[src/rtl/video_fill_engine.sv]
// Rectangle-fill engine sharing the video unit's memory port with the host CPU.
// Writes a constant colour into a W x H block; host accesses always win the port.
module video_fill_engine #(
    parameter int ADDR_WIDTH = 15,
    parameter int DIM_WIDTH  = 8,
    parameter int DATA_WIDTH = 32
) (
    input  logic                    clk_a,
    input  logic                    rst,
    input  logic                    cmd_valid,
    output logic                    cmd_ready,
    input  logic [ADDR_WIDTH-1:0]   cmd_base,
    input  logic [ADDR_WIDTH-1:0]   cmd_stride,
    input  logic [DIM_WIDTH-1:0]    cmd_width,
    input  logic [DIM_WIDTH-1:0]    cmd_height,
    input  logic [DATA_WIDTH-1:0]   cmd_color,
    output logic                    busy,
    output logic                    done,
    input  logic                    host_en,
    input  logic [DATA_WIDTH/8-1:0] host_we,
    input  logic [ADDR_WIDTH:0]     host_addr,
    input  logic [DATA_WIDTH-1:0]   host_write,
    output logic [DATA_WIDTH-1:0]   host_read,
    output logic                    mem_en,
    output logic [DATA_WIDTH/8-1:0] mem_we,
    output logic [ADDR_WIDTH:0]     mem_addr,
    output logic [DATA_WIDTH-1:0]   mem_write,
    input  logic [DATA_WIDTH-1:0]   mem_read
);

    typedef enum logic [1:0] {
        IDLE,
        FILL,
        DONE
    } state_t;

    state_t                  state, state_next;
    logic [DIM_WIDTH-1:0]    col, row;
    logic [ADDR_WIDTH-1:0]   row_addr;
    logic [ADDR_WIDTH-1:0]   lat_stride;
    logic [DIM_WIDTH-1:0]    lat_width, lat_height;
    logic [DATA_WIDTH-1:0]   lat_color;
    logic [ADDR_WIDTH-1:0]   engine_addr;
    logic                    accept, advance, last_col, last_row;

    assign accept      = (state == IDLE) && cmd_valid;
    // A host access steals the port for the whole cycle, so the engine only
    // advances on cycles the host leaves free.
    assign advance     = (state == FILL) && !host_en;
    assign last_col    = (col == lat_width - DIM_WIDTH'(1));
    assign last_row    = (row == lat_height - DIM_WIDTH'(1));
    assign engine_addr = row_addr + ADDR_WIDTH'(col);

    assign cmd_ready = (state == IDLE);
    assign busy      = (state == FILL);
    assign done      = (state == DONE);
    assign host_read = mem_read;

    always_comb begin
        // NOTE: every output of a combinational block is given a default first,
        // so no path leaves it unassigned and no latch is inferred.
        state_next = state;
        case (state)
            IDLE: begin
                if (accept) begin
                    if (cmd_width == '0 || cmd_height == '0)
                        state_next = DONE;
                    else
                        state_next = FILL;
                end
            end
            FILL: begin
                if (advance && last_col && last_row)
                    state_next = DONE;
            end
            DONE:    state_next = IDLE;
            default: state_next = IDLE;
        endcase
    end

    always_ff @(posedge clk_a or posedge rst) begin
        // NOTE: sequential state uses non-blocking assignments so every register
        // samples pre-edge values regardless of statement order.
        if (rst) begin
            state      <= IDLE;
            col        <= '0;
            row        <= '0;
            row_addr   <= '0;
            lat_stride <= '0;
            lat_width  <= '0;
            lat_height <= '0;
            lat_color  <= '0;
        end else begin
            state <= state_next;
            if (accept) begin
                lat_stride <= cmd_stride;
                lat_width  <= cmd_width;
                lat_height <= cmd_height;
                lat_color  <= cmd_color;
                col        <= '0;
                row        <= '0;
                row_addr   <= cmd_base;
            end else if (advance) begin
                if (last_col) begin
                    col      <= '0;
                    row      <= row + DIM_WIDTH'(1);
                    row_addr <= row_addr + lat_stride;
                end else begin
                    col <= col + DIM_WIDTH'(1);
                end
            end
        end
    end

    always_comb begin
        mem_en    = 1'b0;
        mem_we    = '0;
        mem_addr  = '0;
        mem_write = '0;
        if (host_en) begin
            mem_en    = 1'b1;
            mem_we    = host_we;
            mem_addr  = host_addr;
            mem_write = host_write;
        end else if (state == FILL) begin
            // Engine writes are confined to the frame buffer half of the map.
            mem_en    = 1'b1;
            mem_we    = '1;
            mem_addr  = {1'b0, engine_addr};
            mem_write = lat_color;
        end
    end

endmodule

[config.mk]
export PLATFORM = sky130hd
export DESIGN_NAME = video_fill_engine
export DESIGN_NICKNAME = d
export VERILOG_FILES = /design/src/rtl/video_fill_engine.sv
export SDC_FILE = /design/constraint.sdc
export NUM_CORES = 1
export LEC_CHECK = 0
export ABC_AREA = 0
export BUFFER_PORTS_ARGS = -buffer_cell sky130_fd_sc_hd__buf_2
export CAP_MARGIN = 20
export CORE_ASPECT_RATIO = 0.5
export CORE_MARGIN = 4
export CORE_UTILIZATION = 40
export DETAILED_ROUTE_END_ITERATION = 6
export PLACE_DENSITY_LB_ADDON = 0.3
export SYNTH_ARGS = -nofsm -noshare
export SYNTH_HDL_FRONTEND = slang
export SYNTH_SLANG_ARGS = --single-unit
[constraint.sdc]
create_clock -name clk_a -period 7.8 [get_ports clk_a]
set_clock_uncertainty 0.05 [all_clocks]
set_input_delay 0.78 -clock clk_a [delete_from_list [all_inputs] [get_ports clk_a]]
set_output_delay 0.78 -clock clk_a [all_outputs]
set_load 0.01 [all_outputs]
==> results of run 1 <==
-- routing by layer --
metal | wire, µm | vias to the layer above | part of all wire
met5 | 13 | - | 0.00074
met4 | 280 | 2 | 0.016
met3 | 1140 | 24 | 0.064
met2 | 8260 | 166 | 0.47
met1 | 7990 | 2727 | 0.45
li1 | - | 2990 | -
-- Yosys cell counts, types with 7 or more instances --
| cell | count | area (µm²) |
|---|---|---|
| ha_1 | 26 | 325 |
| a21o_1 | 7 | 52.6 |
| nand2_1 | 301 | 1130 |
| buf_4 | 32 | 240 |
| nand3_1 | 15 | 75.1 |
| o22ai_1 | 7 | 43.8 |
| xnor2_1 | 24 | 210 |
| o31ai_1 | 14 | 105 |
| o21ai_0 | 73 | 365 |
| nor2_1 | 51 | 191 |
| clkbuf_1 | 39 | 146 |
| inv_1 | 18 | 67.6 |
| a21oi_1 | 12 | 60.1 |
| xor2_1 | 24 | 210 |
| o21a_1 | 8 | 60.1 |
| dfrtp_1 | 96 | 2400 |
| nor3_1 | 11 | 55.1 |
| nor2b_1 | 7 | 43.8 |
-- worst max path at each step --
stage | from | endpoint | cells after the start
finish | col[0]$_DFFE_PP0P_ | mem_addr[10] | 12
global route | col[0]$_DFFE_PP0P_ | mem_addr[10] | 12
CTS | state[1]$_DFFE_PP0P_ | mem_addr[3] | 5
detailed placement | state[1]$_DFFE_PP0P_ | row_addr[7]$_DFFE_PP0P_ | 7
global placement | state[1]$_DFFE_PP0P_ | row_addr[7]$_DFFE_PP0P_ | 7
floorplan | rst | col[0]$_DFFE_PP0P_ | 1
-- through the flow --
step	util	instance area [µm²]
floorplan	-	6300
global placement	0.464	7150
detailed placement	0.464	7150
CTS	0.484	7460
global route	0.486	7500
finish	0.486	7500
-- state kept, by name, indices dropped and copies added, names as in the netlist --
name,cells
lat_color,32
lat_stride,15
row_addr,15
col,8
lat_height,8
lat_width,8
row,8
state,2
-- final cells by class --
type,instances,area [µm²],share of cell area
flip-flops and latches,96,2400,0.320
clock buffers,11,253,0.0337
inverters,19,73.8,0.00985
repair buffers,196,1020,0.136
well taps,204,255,0.0340
clock inverters,5,62.6,0.00834
multi-input cells,643,3430,0.458
-- kinds of logic after synthesis --
logic type / share of synthesized area
AOI/OAI and AO/OA: 0.144
xor gates and xnor gates: 0.0667
adders and majority gates: 0.0580
buffers and inverters: 0.0745
DFF: 0.381
muxes: 0.00318
and+or+nand+nor: 0.273
-- worst max-delay path, cell delays in order (launching register included) --
cell and delay [ns]:
dfrtp_1 0.47, ha_1 0.23, inv_1 0.07, fa_1 0.39
nor2b_1 0.18, o21ai_0 0.12, a21boi_0 0.27, o21ai_0 0.17
a21oi_1 0.37, nand3_1 0.15, xor2_1 0.16, o31ai_1 0.18
buf_2 0.17
-- report_power, final --
group	switching (mW)	internal (mW)
sequential	0.177	0.690
combinational	0.727	0.557
clock	0.196	0.269
==> results.ini, run 1 <==
[outcome]
outcome=complete, no violations

[floorplanning]
fp.dieH_um=96.7
coreArea_mm2=0.0154
rows=32
die_area_mm2=0.0179
io_pins=254
die_x_um=185
start_util=0.409

[global_routing]
grt_pass1_vias=5866
grtUsageMet3=0.0417
use_met1=0.270
grt_first_pass_wirelength_mm=29.3
grt_max_degree=88
gr-usage-all-layers=0.199
busiest_layer=met2
antenna_found_initial=1
grt_use_met2=0.326
overflow=0

[finish]
area_growth_pct=19.0
layout_commonest_cell=nand2_1
instances_no_fill=1174
n_fill_cell=1541
final_net_count=1159
diodes=0
final_cell_mix=nand2_1, buf_2, dfrtp_1
drive_gt1_frac=0.228

[critical_path]
criticalPathCategory=register to output pin
r2r_cells=7
critical_path.startpoint_type=register
required_ns=6.97
arrival_ns=3.26
r2r_end=row_addr[6]$_DFFE_PP0P_
rr_startpoint=state[1]$_DFFE_PP0P_
end_kind=output pin
cp_max_fo=7
rrSetupSlack_ns=4.36

[routing]
final_antenna_net_count=0
wire_per_inst_um=15.1
drt_iter0_drc=435
via_count=5909
routed_wirelength_mm=17.7
vias_per_cell=5.03
drc_errors=0
drt_pass1_iterations=5

[synth]
synthesis.area_mm2=0.00630
ys_types=49
yosys_warnings=0
ys.flop_type=dfrtp_1
syn_avg_cell_area_um2=7.59
async_flop_share=1.00
synth-seq-cells=96
ys_seq_area_frac=0.381
syn-num-nets=1024
synth_edf_count=0
synth_cells=830

[sta]
setup_violations=0
worst_pin_slew_ns=0.961
max_freq_ghz=0.244
tns_ns=0
setup_ws_ns=3.71
finalMaxSlewViolations=0
rsz0062_at_grt=false
period_needed_ns=4.09
slew_headroom=0.359
whs_ns=0.347
hold_violations=0
post-route-period-util=0.525

[clocking]
htree_levels=3
cts.repair.resized=0
clkSlewWorstSetupHoldPaths_ns=0.07
cts_sinks=96
ctsHoldBuffers=0
cts_tree=yes
post_cts_buffers=0
clock_latency_ns=0.34
clockRootBuffer=clkbuf_16
cts_buffers=9
clk_path_buf_depth=2

[power]
p_leak_nw=3.89
ir_worst_vdd_v=0.000130
p_per_area_mw_per_mm2=349
total_power_mw=2.62

[job]
max-cap-violations=0

[place]
dp.cells=1156
io_buffers=189
pre_cts_slack_ns=3.76
routabilityCongestion=0.888
place_hpwl_mm=13.1

[min_path]
hold_path.class=primary input to asynchronous set/reset pin

Power figures use the tool's default switching activity.
==> run 2, diff against run 1 <==
--- a/config.mk
+++ b/config.mk
@@ -5,7 +5,7 @@
 export SDC_FILE = /design/constraint.sdc
 export NUM_CORES = 1
 export LEC_CHECK = 0
-export ABC_AREA = 0
+export ABC_AREA = 1
 export BUFFER_PORTS_ARGS = -buffer_cell sky130_fd_sc_hd__buf_2
 export CAP_MARGIN = 20
 export CORE_ASPECT_RATIO = 0.5
==> constraint.sdc (replaced) <==
create_clock -name clk_a -period 3.67 [get_ports clk_a]
set_clock_uncertainty 0.05 [all_clocks]
set_input_delay 0.367 -clock clk_a [delete_from_list [all_inputs] [get_ports clk_a]]
set_output_delay 0.367 -clock clk_a [all_outputs]
set_load 0.01 [all_outputs]
==> run 2 against run 1 <==
Effect of this change:
- global-route usage rose by 0.16 points
- cell count up 15%
- sequential cell count unchanged
- sequential power increased by 120%
- hold slack got worse by 0.27 ns
- critical path type unchanged
- wire length up 9.8%
- synthesized cell count increased by 18%
- largest power group unchanged
==> results.ini, run 2 <==
[outcome]
outcome=complete, no violations

[critical_path]
criticalPathCategory=register to output pin
critical_path.startpoint_type=register
arrival_ns=2.62
cp_max_fo=6
required_ns=3.25
end_kind=output pin

[clocking]
post_cts_buffers=0
cts.repair.resized=0
clockRootBuffer=clkbuf_16
clock_latency_ns=0.35
cts_sinks=96
cts_tree=yes
cts_buffers=9
clkSlewWorstSetupHoldPaths_ns=0.08
clk_path_buf_depth=2
ctsHoldBuffers=0
htree_levels=3

[routing]
drt_iter0_drc=438
routed_wirelength_mm=19.4
vias_per_cell=4.93
final_antenna_net_count=0
drc_errors=0
wire_per_inst_um=14.4
via_count=6644
drt_pass1_iterations=5

[global_routing]
grt_max_degree=69
grt_first_pass_wirelength_mm=31.2
gr-usage-all-layers=0.200
antenna_found_initial=0
grt_pass1_vias=6360
overflow=0

[synth]
syn-num-nets=1171
ys_seq_area_frac=0.356
async_flop_share=1.00
synth_top_area_cell=dfrtp_1
syn_avg_cell_area_um2=6.90
yosysMostFrequentCell=nand2_1
yosys-top-cells-area=dfrtp_1, nand2_1, nand3_1
yosys_warnings=0
synth_cells=977
ys.flop_type=dfrtp_1
synth-seq-cells=96
synth_edf_count=0
synthesis.area_mm2=0.00674
ys_types=37
yosys-top-cells-count=nand2_1, dfrtp_1, inv_1, nand3_1, o21ai_0
synth.top_cell.area_share=0.356

[place]
routabilityCongestion=0.895
place_hpwl_mm=14.8
io_buffers=189
placed_area_mm2=0.00763

[floorplanning]
die_x_um=192
rows=33
die_area_mm2=0.0191
coreArea_mm2=0.0164
start_util=0.410
io_pins=254
fp.dieH_um=99.8

[sta]
slew_headroom=0.488
setup_violations=0
whs_ns=0.0815
hold_violations=0
worst_pin_slew_ns=0.768
tns_ns=0
period_needed_ns=3.04
max_freq_ghz=0.329
rsz0062_at_grt=false
finalMaxSlewViolations=0
post-route-period-util=0.828

[power]
ir_worst_vdd_v=0.000315
p_leak_nw=4.40
p_per_area_mw_per_mm2=759

[finish]
layout_commonest_cell=nand2_1
fin_area_mm2=0.00792
final_cell_mix=nand2_1, buf_2, dfrtp_1
biggestRegsByFlops=lat_color: 32 flops, lat_stride: 15 flops, row_addr: 15 flops
area_growth_pct=17.5
diodes=0
drive_gt1_frac=0.209
largest_register=lat_color
final_net_count=1311
largest_reg_flops=32

[job]
max-cap-violations=0

[min_path]
hold_path.class=primary input to asynchronous set/reset pin

[run 2: cell count changes after synthesis, sizes merged, moves of 13 or more]
cell / change
inv: +72
o31ai: -13
nand3: +65
a22o: +18
nand2: +74
buf: +16
xnor2: -16
clkbuf: -20
[run 2: area by class of cell]
type / count / area [µm²]
Clock buffer: 9 / 225
Sequential cell: 96 / 2400
Inverter: 90 / 342
Timing Repair Buffer: 197 / 1010
Tap cell: 227 / 284
Multi-Input combinational cell: 723 / 3590
Clock inverter: 7 / 68.8
Fill cell: 1719 / 8510
[run 2: path summary, 6_finish.rpt]
kind,slack [ns],end,cells past startpoint,start
setup / recovery,0.63,mem_addr[12],13,col[0]$_DFFE_PP0P_
hold / removal,0.08,lat_color[20]$_DFFE_PP0P_,2,rst
setup reg to reg,1.04,row_addr[1]$_DFFE_PP0P_,12,lat_width[0]$_DFFE_PP0P_
hold reg to reg,0.44,lat_stride[11]$_DFFE_PP0P_,2,lat_stride[11]$_DFFE_PP0P_
max in group asynchronous,2.72,row[7]$_DFFE_PP0P_,3,rst
min in group clk_a,0.16,lat_color[23]$_DFFE_PP0P_,3,cmd_color[23]
[run 2: worst max-delay path, stage by stage, from the launching register on]
cell and delay (ns):
dfrtp_1 0.41, ha_1 0.21, inv_1 0.07, fa_1 0.41, o21ai_0 0.19, nand2_1 0.07
nand2_1 0.09, nand2_1 0.06, nand3_1 0.19, nand3_1 0.15, nand2_1 0.09, nand2_1 0.04
o21ai_0 0.13, buf_2 0.16
[run 2: layer usage]
layer | vias up | global-route usage | wire length (µm)
met5 | - | 0 | 0
met1 | 3062 | 0.267 | 8990
li1 | 3388 | - | -
met2 | 168 | 0.346 | 9300
met4 | 0 | 0.0496 | 287
met3 | 26 | 0.0313 | 841
[run 2: per-stage QoR]
step                      instances  setup WS, ns  power (mW)  utilization
after floorplan                 977         0.748        4.23            -
after global placement         1333          1.06        4.99        0.464
after detailed placement       1333          1.00        5.05        0.464
after CTS                      1349         0.634        6.03        0.482
after global routing           1349         0.421        6.61        0.482
final                          1349         0.630        6.01        0.482
[run 2: logic make-up after synthesis]
family | count (synthesis) | synth area share
xor+xnor | 28 | 0.0364
compound gates | 136 | 0.117
buf+inv | 158 | 0.112
simple gates | 531 | 0.325
flops | 96 | 0.356
fa+ha+maj | 28 | 0.0542
[run 2: where the power goes]
group / leakage, nW / total [mW] / internal (mW) / switching (mW)
clock: 0.147 / 0.951 / 0.484 / 0.467
combinational: 3.04 / 3.14 / 1.18 / 1.96
sequential: 1.21 / 1.92 / 1.51 / 0.414
